--- src/rtl/poly_mod3_seq.sv ---
// poly_mod3_seq: walks a coefficient RAM and writes each coefficient reduced mod 3 to a result RAM
module poly_mod3_seq #(
  parameter int COEF_W = 32,
  parameter int N      = 701,
  parameter int ADDR_W = 10
) (
  input  logic              clk,
  input  logic              rst_n,
  input  logic              start,
  output logic              busy,
  output logic              done,
  output logic              rd_en,
  output logic [ADDR_W-1:0] rd_addr,
  input  logic [COEF_W-1:0] rd_data,
  output logic              wr_en,
  output logic [ADDR_W-1:0] wr_addr,
  output logic [1:0]        wr_data
);
  localparam int CW = $clog2(COEF_W);
  localparam logic [CW-1:0] CNT_TOP = CW'(COEF_W - 1);
  localparam logic [ADDR_W-1:0] LAST = ADDR_W'(N - 1);
  typedef enum logic [2:0] {IDLE, READ, LOAD, SHIFT, WRITE, DONE} state_t;
  state_t state_q, state_d;
  logic [ADDR_W-1:0] idx_q, idx_d;
  logic [COEF_W-1:0] sh_q, sh_d;
  logic [CW-1:0] cnt_q, cnt_d;
  logic [1:0] res_q, res_d;
  logic bit_in;
  // next-state: sequence the index walk and run the MSB-first residue machine (2r+b mod 3)
  always_comb begin
    state_d = state_q;
    idx_d = idx_q;
    sh_d = sh_q;
    cnt_d = cnt_q;
    res_d = res_q;
    bit_in = sh_q[COEF_W-1];
    case (state_q)
      IDLE: if (start) begin
        state_d = READ;
        idx_d = '0;
      end
      READ: state_d = LOAD;
      LOAD: begin
        sh_d = rd_data;
        res_d = 2'd0;
        cnt_d = CNT_TOP;
        state_d = SHIFT;
      end
      SHIFT: begin
        sh_d = {sh_q[COEF_W-2:0], 1'b0};
        res_d = (res_q == 2'd0) ? {1'b0, bit_in} :
                (res_q == 2'd1) ? (bit_in ? 2'd0 : 2'd2) :
                                  (bit_in ? 2'd2 : 2'd1);
        cnt_d = cnt_q - 1'b1;
        state_d = (cnt_q == '0) ? WRITE : SHIFT;
      end
      WRITE: if (idx_q == LAST) state_d = DONE;
      else begin
        idx_d = idx_q + 1'b1;
        state_d = READ;
      end
      DONE: state_d = IDLE;
      default: state_d = IDLE;
    endcase
  end
  // state registers; async reset discards any partially reduced coefficient
  always_ff @(posedge clk or negedge rst_n) begin
    if (!rst_n) begin
      state_q <= IDLE;
      idx_q <= '0;
      sh_q <= '0;
      cnt_q <= '0;
      res_q <= 2'd0;
    end else begin
      state_q <= state_d;
      idx_q <= idx_d;
      sh_q <= sh_d;
      cnt_q <= cnt_d;
      res_q <= res_d;
    end
  end
  assign busy = (state_q == READ) || (state_q == LOAD) || (state_q == SHIFT) || (state_q == WRITE);
  assign done = state_q == DONE;
  assign rd_en = state_q == READ;
  assign rd_addr = idx_q;
  assign wr_en = state_q == WRITE;
  assign wr_addr = idx_q;
  assign wr_data = res_q;
  res_legal: assert property (@(posedge clk) disable iff (!rst_n) res_q != 2'd3);
  idx_legal: assert property (@(posedge clk) disable iff (!rst_n) idx_q <= LAST);
endmodule

--- config.mk ---
export PLATFORM = sky130hd
export DESIGN_NAME = poly_mod3_seq
export DESIGN_NICKNAME = d
export VERILOG_FILES = /design/src/rtl/poly_mod3_seq.sv
export SDC_FILE = /design/constraint.sdc
export NUM_CORES = 1
export LEC_CHECK = 0
export CORE_ASPECT_RATIO = 1.75
export CORE_MARGIN = 2
export CORE_UTILIZATION = 37
export DETAILED_ROUTE_END_ITERATION = 12
export GPL_TIMING_DRIVEN = 0
export SLEW_MARGIN = 10
export SYNTH_ARGS = -nofsm -noshare
export SYNTH_HDL_FRONTEND = slang
export SYNTH_SLANG_ARGS = --single-unit
--- constraint.sdc ---
create_clock -name clk -period 1.39 [get_ports clk]
set_input_delay 0.278 -clock clk [delete_from_list [all_inputs] [get_ports clk]]
set_output_delay 0.278 -clock clk [all_outputs]
set_load 0.1 [all_outputs]
==> results of run 1 <==
[worst max-delay path, delay by kind of cell (launching register included)]
| kind | cells | cell delay, ps |
|---|---|---|
| DFF | 1 | 430 |
| and+or+nand+nor | 1 | 430 |
| buffers and inverters | 2 | 280 |
[power by group]
group / switching, mW / internal [mW]
clock: 0.564 / 0.719
combinational: 1.25 / 1.04
sequential: 0.330 / 2.01
total: 2.14 / 3.76
[Yosys cell counts (2+ instances only)]
cell type,number
dfrtp_1,52
nand2_1,39
o21ai_0,38
mux2i_1,31
buf_4,11
a21oi_1,9
clkbuf_1,9
inv_1,8
nor2_1,8
nand3_1,7
buf_2,5
a22o_1,4
a31oi_1,4
ha_1,4
nand4_1,4
and3_1,3
nor2b_1,3
nor3_1,3
nor3b_1,3
a21o_1,2
and2_1,2
and4_1,2
nand2b_1,2
o211ai_1,2
xnor2_1,2
[flip-flops by register name, indices dropped and copies added (netlist names)]
signal,flops
wr_data,2
state_q,3
rd_addr,10
cnt_q,5
sh_q,32
[metal layers]
layer  up-vias  part of all wire, %  routed length (um)
met1      1177                   38                2810
met3        16                  4.5                 330
met2        60                   55                4070
li1       1166                    -                   -
met4         0                  2.7                 197
met5         -                    0                   0
[worst min-delay path by stage]
| stage | depth (start not counted) | to | from |
|---|---|---|---|
| CTS | 2 | rd_addr[2] | rst_n |
| floorplan | 0 | cnt_q[0] | rst_n |
| global route | 2 | rd_addr[2] | rst_n |
| detailed placement | 1 | rd_addr[2] | rst_n |
| global placement | 2 | sh_q[0] | sh_q[0] |
| finish | 2 | rd_addr[2] | rst_n |
[per-stage QoR]
stage	setup TNS, ps	hold slack (ps)	util, %	total power [mW]
2_1_floorplan	-2540	-17.6	-	3.72
6_report	-4000	458	61.8	5.91
4_1_cts	-3730	471	58.0	5.79
5_1_grt	-4910	503	61.8	6.27
3_5_place_dp	-27190	270	49.5	4.28
3_3_place_gp	-115570	457	49.3	4.22
[repair_timing]
action	4_1_cts	5_1_grt
hold buffers	1	0
gates resized for setup	245	50
endpoints found under the setup margin	77	64
endpoints found under the hold margin	19	0
setup buffers	27	22
pin swaps	10	13
[area by class of cell]
class	instances	area, um2
Clock inverter	1	7.51
Fill cell	604	2710
Tap cell	86	108
Sequential cell	52	1350
Inverter	8	36.3
Multi-Input combinational cell	186	1340
Timing Repair Buffer	109	1220
Buffer	18	174
Clock buffer	7	143
[logic make-up after synthesis]
logic type	after synthesis	synth area share, %
adder cells (fa/ha/maj)	4	1.87
flip-flops	52	48.7
AND/OR/NAND/NOR	82	15.1
AO/OA/AOI/OAI	66	14.8
buffers and inverters	34	6.84
multiplexers	32	12.0
XOR/XNOR	2	0.656
==> results.json, run 1 <==
{
  "initial_core_util_pct": 37.7,
  "layout_setup_ws_ps": -331,
  "worstSetupPathType": "flip-flop to output port",
  "grtUsageMet3_pct": 4.14,
  "ys_seq_elements": 52,
  "met1_layer_usage_reported_by_global_route_pct": 21.7,
  "die-height_um": 116,
  "setup_crit_start_kind": "flip-flop",
  "ant_nets": 0,
  "wire_per_inst_um": 15.9,
  "drt-vias-per-instance": 5.18,
  "cts_tree": "yes",
  "global_route.peak_usage_layer": "met2",
  "cp_cell_sequence": "or3b_4 > clkinvlp_4 > buf_12",
  "timing.final.crit_share_pct": 124,
  "power_leakage_nw": 2.06,
  "fp-row-count": 41,
  "detail_route.first_pass.iterations": 4,
  "ir_drop_uv": 707,
  "numCtsBuffers": 5,
  "drc_errors": 0,
  "worst_setup_hold_path_clk_slew_ps": 70,
  "place_congestion": 0.758,
  "crit_fanout": 4,
  "cts-root-to-sink-buffers": 2,
  "clkLatencyLatePin_ps": 300,
  "numClockSinks": 52,
  "flow.area_growth_from_synthesis_pct": 63.7,
  "most-common-layout-cells": "39 x dfrtp_1, 38 x nand2_1, 35 x buf_4, 33 x clkdlybuf4s50_1, 32 x o21ai_0",
  "synth.lib_cells_used.distinct": 40,
  "num_antenna_cells": 0,
  "max-cap-violations": 0,
  "failed_checks": "setup timing",
  "cell_count_after_synthesis": 272,
  "dp.cells": 419,
  "vias_in_the_first_global_route": 2324,
  "power-per-cell-area_mw_per_mm2": 1350,
  "clock_tree.htree_level_count": 2,
  "wl_mm": 7.40,
  "cell_types_with_the_largest_area_share_after_synthesis": "dfrtp_1 49%, mux2i_1 12%, o21ai_0 7.1%",
  "synth.yosys.seq_area_share_pct": 48.7,
  "antenna_found_initial": 0,
  "postSynth.topFlopCell": "dfrtp_1",
  "ys_warn_count": 0,
  "min-delay-path-class": "input pin to asynchronous set/reset pin",
  "worst_setup_path_end_kind": "output port",
  "rsz0062_at_grt": "true",
  "place_hpwl_mm": 4.63,
  "design.die.area_mm2": 0.00794,
  "grt_start_max_net_pins": 34,
  "synth-edff-count": 0,
  "maxSlewHeadroom_pct": 67.5,
  "drv_slew": 0,
  "yosysTopAreaCellShare_pct": 48.7,
  "cts_root_buf": "clkbuf_16",
  "buffer_ports.inserted": 60,
  "global_route.usage.met2_pct": 32.6,
  "layout-drive-gt1-share_pct": 36.7,
  "timing.fmax_mhz": 581,
  "setup_viol": 24,
  "r2r_start": "state_q[1]",
  "finalInstanceArea_mm2": 0.00437,
  "post_placement_worst_setup_slack_ps": -1120,
  "crit_required_ps": 1110,
  "status": "complete, but fails checks",
  "cp.arrival_ps": 1440,
  "timing.clock.skew_ps": 8.26,
  "critPathSlowestCell": "dfrtp_2",
  "num_io_pins": 61,
  "async_reset_ff_share_pct": 100,
  "globalRoute.totalOverflow": 0,
  "r2r_slack_ps": -270,
  "grt.total_usage_pct": 19.0,
  "final.min_clock_period_ps": 1720,
  "synth.largest_area_cell": "dfrtp_1",
  "synth_area_mm2": 0.00267,
  "worst_path_largest_cell_delay_ps": 430,
  "final_nets": 419,
  "timing_endpoint_of_the_critical_path": "wr_en",
  "detailed_place.area_mm2": 0.00351,
  "worstRegToRegCells": 6,
  "die_w_um": 68.2,
  "syn_avg_cell_area_um2": 9.82,
  "crit-reg2reg-capture": "rd_addr[4]",
  "core_area_mm2": 0.00708,
  "syn-num-nets": 311,
  "layout.cells.most_common": "dfrtp_1",
  "grt_first_pass_wirelength_mm": 11.2,
  "worstMarginPinSlew_ps": 488,
  "hold_viol_final": 0,
  "layout.cells.non_filler": 467,
  "detailedRoute.firstIterationViolations": 143,
  "dr_total_vias": 2419,
  "crit_start": "state_q[1]"
}
Note: power is estimated with default switching activity, not from simulation.
==> run 2: changes to the inputs <==
- CTS_CLUSTER_SIZE: not set -> 12
==> results of run 2 <==
The final DEF is identical to that of run 1; final timing and power are the same.
